--- config.mk ---
export PLATFORM = sky130hd
export DESIGN_NAME = pipe_stage_skid
export DESIGN_NICKNAME = d
export VERILOG_FILES = /design/src/rtl/pipe_pkg.sv /design/src/rtl/sat_counter.sv /design/src/rtl/pipe_stage_skid.sv
export SDC_FILE = /design/constraint.sdc
export NUM_CORES = 1
export LEC_CHECK = 0
export BUFFER_PORTS_ARGS = -buffer_cell sky130_fd_sc_hd__buf_4
export CAP_MARGIN = 20
export CORE_MARGIN = 10
export CORE_UTILIZATION = 49
export DETAILED_ROUTE_END_ITERATION = 16
export PLACE_DENSITY = 0.75
export SLEW_MARGIN = 20
export SYNTH_ARGS = -nofsm -noshare
export SYNTH_HDL_FRONTEND = slang
export SYNTH_SLANG_ARGS = --single-unit
--- constraint.sdc ---
create_clock -name clk -period 2.5 [get_ports clk]
set_input_delay 0.5 -clock clk [delete_from_list [all_inputs] [get_ports clk]]
set_output_delay 0.5 -clock clk [all_outputs]
set_load 0.005 [all_outputs]
--- src/rtl/pipe_pkg.sv ---
// rtl/pipe_pkg.sv - shared types and constants for the pipeline skid stages
package pipe_pkg;

   // Fill level of a skid stage: nothing held, head only, head plus skid
   typedef enum logic [1:0] {
      EMPTY = 2'd0,
      ONE   = 2'd1,
      FULL  = 2'd2
   } pipe_state_t;

   localparam logic [1:0] OCC_EMPTY = 2'd0;
   localparam logic [1:0] OCC_ONE   = 2'd1;
   localparam logic [1:0] OCC_FULL  = 2'd2;

   // Per-boundary payload bundles; each stage instance packs one of these into DATA_W
   typedef struct packed {
      logic [31:0] pc;
      logic [31:0] instr;
   } if_id_t;

   typedef struct packed {
      logic [31:0] pc;
      logic [31:0] rs1_val;
      logic [31:0] rs2_val;
      logic [31:0] imm;
      logic [4:0]  rd;
      logic [3:0]  alu_op;
      logic        reg_we;
      logic        mem_re;
      logic        mem_we;
   } id_ex_t;

   typedef struct packed {
      logic [31:0] alu_res;
      logic [31:0] store_val;
      logic [4:0]  rd;
      logic        reg_we;
      logic        mem_re;
      logic        mem_we;
   } ex_mem_t;

   typedef struct packed {
      logic [31:0] wb_val;
      logic [4:0]  rd;
      logic        reg_we;
   } mem_wb_t;

endpackage

--- src/rtl/sat_counter.sv ---
// rtl/sat_counter.sv - saturating up-counter with synchronous clear
module sat_counter #(
   parameter int CNT_W = 16
) (
   input  logic             clk,
   input  logic             clear,
   input  logic             enable,
   output logic [CNT_W-1:0] count
);

   // Count enabled cycles, hold at all-ones, clear has priority
   always_ff @(posedge clk) begin
      if (clear) begin
         count <= '0;
      end else if (enable && (count != {CNT_W{1'b1}})) begin
         count <= count + CNT_W'(1);
      end
   end

endmodule

--- src/rtl/pipe_stage_skid.sv ---
// rtl/pipe_stage_skid.sv - 2-entry skid pipeline register; PIPE_STAGE_STALL_CNT_EN adds stall_cycles
module pipe_stage_skid
   import pipe_pkg::*;
#(
   parameter int                 DATA_W = 32,
   parameter logic [DATA_W-1:0]  BUBBLE = '0,
   parameter int                 CNT_W  = 16
) (
   input  logic              clk,
`ifdef PIPE_STAGE_STALL_CNT_EN
   output logic [CNT_W-1:0]  stall_cycles,
`endif
   input  logic              reset,
   input  logic              flush,
   input  logic              in_valid,
   output logic              in_ready,
   input  logic [DATA_W-1:0] in_data,
   output logic              out_valid,
   input  logic              out_ready,
   output logic [DATA_W-1:0] out_data,
   output logic [1:0]        occupancy
);

   pipe_state_t       state;
   pipe_state_t       state_next;
   logic [DATA_W-1:0] main_q;
   logic [DATA_W-1:0] skid_q;
   logic              in_fire;
   logic              out_fire;

   // Handshakes are suppressed during flush so no beat moves in that cycle
   always_comb begin
      in_fire  = in_valid & in_ready & ~flush;
      out_fire = out_valid & out_ready & ~flush;
   end

   // State register: reset and flush both return to EMPTY
   always_ff @(posedge clk) begin
      if (reset || flush) begin
         state <= EMPTY;
      end else begin
         state <= state_next;
      end
   end

   // Next fill level from the two handshakes
   always_comb begin
      state_next = state;
      case (state)
         EMPTY: if (in_fire) state_next = ONE;
         ONE: begin
            if (in_fire && !out_fire) begin
               state_next = FULL;
            end else if (!in_fire && out_fire) begin
               state_next = EMPTY;
            end
         end
         FULL: if (out_fire) state_next = ONE;
         default: state_next = EMPTY;
      endcase
   end

   // Payload registers; empty slots always hold BUBBLE so out_data needs no mux
   always_ff @(posedge clk) begin
      if (reset || flush) begin
         main_q <= BUBBLE;
         skid_q <= BUBBLE;
      end else begin
         case (state)
            EMPTY: if (in_fire) main_q <= in_data;
            ONE: begin
               if (in_fire && out_fire) begin
                  main_q <= in_data;
               end else if (in_fire) begin
                  skid_q <= in_data;
               end else if (out_fire) begin
                  main_q <= BUBBLE;
               end
            end
            FULL: begin
               if (out_fire) begin
                  main_q <= skid_q;
                  skid_q <= BUBBLE;
               end
            end
            default: begin
               main_q <= BUBBLE;
               skid_q <= BUBBLE;
            end
         endcase
      end
   end

   // Outputs decoded from flops only, keeping in_ready free of downstream paths
   always_comb begin
      in_ready  = (state != FULL);
      out_valid = (state != EMPTY);
      out_data  = main_q;
      case (state)
         EMPTY:   occupancy = OCC_EMPTY;
         ONE:     occupancy = OCC_ONE;
         default: occupancy = OCC_FULL;
      endcase
   end

`ifdef PIPE_STAGE_STALL_CNT_EN
   sat_counter #(
      .CNT_W (CNT_W)
   ) u_stall_cnt (
      .clk    (clk),
      .clear  (reset),
      .enable (out_valid & ~out_ready),
      .count  (stall_cycles)
   );
`else
   localparam int unused_cnt_w = CNT_W;
`endif

endmodule

# After elaboration in Yosys (flattened, before gate mapping)
# Index checks and enable logic that the tools add are counted.
# W data, S select, Z words.
# word_totals
regBits,66
inputBits,37
out_inout_bits,36
wordCells,44
# op_classes
n_eq_ne,10
n_mux,14
bitwise,6
n_reduce_logical,11
# ops
op,n
$mux W32,6
$pmux W32 S3,2
$ne A2 B2 Y1 const B,5
$ne A3 B3 Y1 const B,3
$mux W2,4
$reduce_and A4 Y1,2
$pmux W2 S3,1
$and A1 B1 Y1,4
$pmux W2 S2,1
$logic_and A1 B1 Y1,3
$reduce_and A3 Y1,1
$eq A2 B1 Y1 const B,1
$eq A2 B2 Y1 const B,1
$logic_not A1 Y1,2
$logic_not A2 Y1,1
$not A1 Y1,2
$reduce_bool A2 Y1,1
$logic_or A1 B1 Y1,1

# Logic depth before layout (Yosys ltp)
# depth
depth_word,8
mapped_depth,12
depth_no_buf,8

# Worst setup path before layout
# Ideal clock, no wire load.
# synth_path
kind,reg-to-reg
start,register state[1]
end,register skid_q[10]
setup_time_ps,72
t_arrival_ps,2245
required_ps,2428
path_slack_ps,183
stages_incl_launch_ff,13
path_buffers,4
synth_period_minus_slack_ps,2317
path_cell_list,dfxtp_1 > buf_6 > buf_4 > buf_2 > or2_2 > nand2_1 > inv_1 > ha_1 > nor3b_1 > o21ai_0 > nand2_1 > buf_2 > mux2i_1
# synth_between
elab_chain_len,6
word_cells_on_any_way,16
classes_between,6 x eq/ne; 1 x mux; 5 x bitwise; 4 x reduce/logical
# synth_lines
item,line_no,source
"start, declared",pipe_stage_skid.sv:24,pipe_state_t state;
"start signal, assigned",pipe_stage_skid.sv:42,state <= state_next;
$reduce_bool A2 Y1 (*),pipe_stage_skid.sv:97,out_valid = (state != EMPTY);
named net out_valid,pipe_stage_skid.sv:18,"output logic out_valid,"
$and A1 B1 Y1 (*) (2 in a row),pipe_stage_skid.sv:34,out_fire = out_valid & out_ready & ~flush;
$logic_and A1 B1 Y1,pipe_stage_skid.sv:72,if (in_fire && out_fire) begin
$ne A2 B2 Y1 (no line),-,
$reduce_and A4 Y1 (no line) (*),-,
"end signal, assigned",pipe_stage_skid.sv:75,skid_q <= in_data;
"end, declared",pipe_stage_skid.sv:27,logic [DATA_W-1:0] skid_q;
# Mark *: on every way through the listed nets, which the timed path passes. The rest lies on a longest branch.
# A chain may end at the register's enable or synchronous reset.

# Final worst setup path
# layout_path
start,register state[0]
end,output occupancy[0]
# layout_between
elab_chain_len,2
word_cells_on_any_way,3
classes_between,1 x eq/ne; 1 x mux; 1 x reduce/logical
# layout_lines
item,line_no,source
$eq A2 B1 Y1 or $logic_not A2 Y1 (tied branches),pipe_stage_skid.sv:99,case (state)
$pmux W2 S2 (*),pipe_stage_skid.sv:99,
"end, declared",pipe_stage_skid.sv:21,output logic [1:0] occupancy
# Mark *: on every way between the ends. The rest lies on a longest branch, timed or not.

==> impl_metrics.py <==
metrics = {
    "worst_setup_path": {
        "worst_path_max_delay_cell": "buf_4",
        "worstPathRequired_ns": 2.00,
        "crit_family": "buffers and inverters",
        "crit_chain": "buf_4, nor2b_1, buf_4",
        "rr_worst_depth": 6,
        "crit_path_frequent_cell": "buf_4",
        "cp.arrival_ns": 1.60,
        "worst-path-buf-inv": 2,
        "cp-start-kind": "flip-flop",
        "worstReg2RegEnd": "out_data[2]",
        "regToRegSetupSlack_ns": 0.43,
        "cp_max_fo": 35,
        "critPathKind": "reg -> out",
        "critPathMaxStageDelay_ns": 0.38,
        "cp-end-kind": "output port",
        "rr_startpoint": "state[1]",
    },
    "worst_hold_path": {
        "hp-class": "in -> reg",
        "min_from": "in_data[28]",
        "worstHoldEndpoint": "skid_q[28]",
        "hold_depth": 3,
    },
    "synth": {
        "syn_inst": 385,
        "seq_area_frac_synth_pct": 38.3,
        "synth-async-reset-ratio_pct": 0,
        "syn-cell-area_mm2": 0.00345,
        "synth_warnings": 0,
        "synth_area_leaders": "dfxtp_1 (38%), mux2i_1 (28%), nand2_1 (14%)",
        "synth-seq-cells": 66,
        "yosys.area.top_type_share_pct": 38.3,
        "synthDistinctLibCells": 28,
        "synth_nets": 425,
        "synth-edff-count": 0,
        "avgSynthCellArea_um2": 8.97,
        "synth_common_cells": "nand2_1 (132), mux2i_1 (96), dfxtp_1 (66), o2bb2ai_1 (31), clkbuf_1 (15)",
        "yosysMostFrequentCell": "nand2_1",
        "synth-main-ff-cell": "dfxtp_1",
        "yosysTopAreaCell": "dfxtp_1",
    },
    "clocking": {
        "cts_max_level": 3,
        "numCtsBuffers": 9,
        "postCtsHoldBufs": 0,
        "numClockSinks": 66,
        "ctsResizeCount": 0,
        "cts_setup_buffers": 0,
        "cts_tree": "yes",
        "root_buffer": "clkbuf_8",
        "clockBufferDepth": 2,
        "clk_latency_ns": 0.34,
        "path_clk_slew_ns": 0.08,
    },
    "timing": {
        "rsz0062_at_grt": "false",
        "fin_skew_ns": 0.0101,
        "maxSlewViolCount": 0,
        "fin_tns_setup_ns": 0,
        "whs_ns": 0.424,
        "maxSlewHeadroom_pct": 64.1,
        "finalCritPeriodShare_pct": 83.9,
        "finalCriticalPeriod_ns": 2.10,
        "fmax_ghz": 0.477,
        "setup_viol": 0,
        "worst_pin_slew_ns": 0.538,
        "hold_viol": 0,
    },
    "drt": {
        "vias_per_cell": 5.25,
        "wirelength_mm": 8.16,
        "firstDrtPassIters": 4,
        "wl_per_cell_um": 14.9,
        "drt_iter0_drc": 126,
        "antenna_left": 0,
        "post-route-drc-count": 0,
        "vias": 2864,
    },
    "floorplanning": {
        "die_width_um": 104,
        "start_util_pct": 50.5,
        "die_height_um": 104,
        "dieArea_mm2": 0.0108,
        "core_area_mm2": 0.00683,
        "rows": 30,
        "pin_count": 73,
    },
    "finish": {
        "nets": 485,
        "n_antenna_cell": 0,
        "fin_util_pct": 62.0,
        "drive_above_1_share_pct": 24.0,
        "areaGrowthSynthToFinish_pct": 22.6,
    },
    "global_routing": {
        "grt_pass1_wl_mm": 13.8,
        "antenna_found_initial": 0,
        "grt_usage_pct": 15.0,
        "grt_overflow": 0,
        "first_global_vias": 2805,
        "grt_start_max_net_pins": 56,
    },
    "placed_design": {
        "gp_congestion": 0.794,
        "io_buffers": 72,
        "dpl.hpwl_mm": 5.49,
    },
    "job": {
        "maxCapViolCount": 0,
    },
    "status": {
        "outcome": "finished clean",
    },
    "power": {
        "p_leak_nw": 1.67,
        "ir_drop_v": 0.000448,
        "power_density_mw_per_mm2": 552,
    },
}
==> how the worst max path moves through the flow <==
stage / from / to / slack, ns / cells after the start
3_5_place_dp: out_ready / out_data[9] / 0.29 / 9
5_1_grt: state[0] / out_data[14] / 0.27 / 5
2_1_floorplan: state[1] / skid_q[10] / 0.18 / 12
4_1_cts: state[0] / occupancy[0] / 0.38 / 3
6_report: state[0] / occupancy[0] / 0.40 / 3
3_3_place_gp: out_ready / skid_q[12] / 0.37 / 10
==> cell families (layout without fill, tap and decap cells) <==
kind of cell | Yosys count | after routing | synth area share (%)
AND/OR/NAND/NOR | 144 | 144 | 16.5
flip-flops | 66 | 66 | 38.3
AO/OA/AOI/OAI | 38 | 38 | 9.35
buffers and inverters | 37 | 102 | 6.52
adder cells (fa/ha/maj) | 3 | 3 | 1.09
multiplexers | 97 | 97 | 28.3
==> tightest hold or removal path: stages <==
cell     delay, ns
buf_4         0.12
nand2_1       0.05
mux2i_1       0.05
==> power by group <==
group	switching [mW]	internal [mW]
registers	0.00819	1.07
clock network	0.428	0.590
logic	0.125	0.120
total	0.561	1.78
==> per-layer routing <==
layer / GRT usage (%) / vias to the layer above / wire (um)
met5: 0 / - / 0
met4: 4.97 / 0 / 27
met3: 4.77 / 2 / 459
met2: 23.6 / 60 / 3890
met1: 19.0 / 1366 / 3780
li1: - / 1436 / -
==> per-stage QoR <==
stage | power (mW) | worst slack [ns] | area (um^2) | instances
final | 2.34 | 0.403 | 4230 | 546
after floorplan | 1.25 | 0.183 | 3450 | 385
after detailed placement | 1.35 | 0.294 | 4010 | 530
after global routing | 2.44 | 0.266 | 4230 | 546
after CTS | 2.36 | 0.380 | 4230 | 546
after global placement | 1.34 | 0.367 | 4010 | 530
==> cells in the final DEF, fill, tap and decap left out, types with 2 or more instances in the layout <==
cell	Yosys	layout
clkbuf_8	0	10
ha_1	3	3
nor2b_1	3	2
mux2i_1	96	96
nand2_1	132	131
bufinv_16	0	2
buf_4	3	82
nand2b_1	2	2
o2bb2ai_1	31	31
or2_2	2	2
dfxtp_1	66	65
inv_1	3	3
clkinvlp_4	0	2
==> state kept, by name, summed over array words and instances, names as in the netlist <==
signal / flops
out_data: 32
skid_q: 32
state: 2
==> layout make-up <==
type / count / area [um^2]
Inverter: 3 / 11.3
Sequential cell: 66 / 1320
Fill cell: 590 / 2600
Multi-Input combinational cell: 282 / 1920
Tap cell: 96 / 120
Clock buffer: 10 / 138
Timing Repair Buffer: 83 / 636
Clock inverter: 6 / 88.8
No activity file was read; power rests on OpenSTA's default activity.
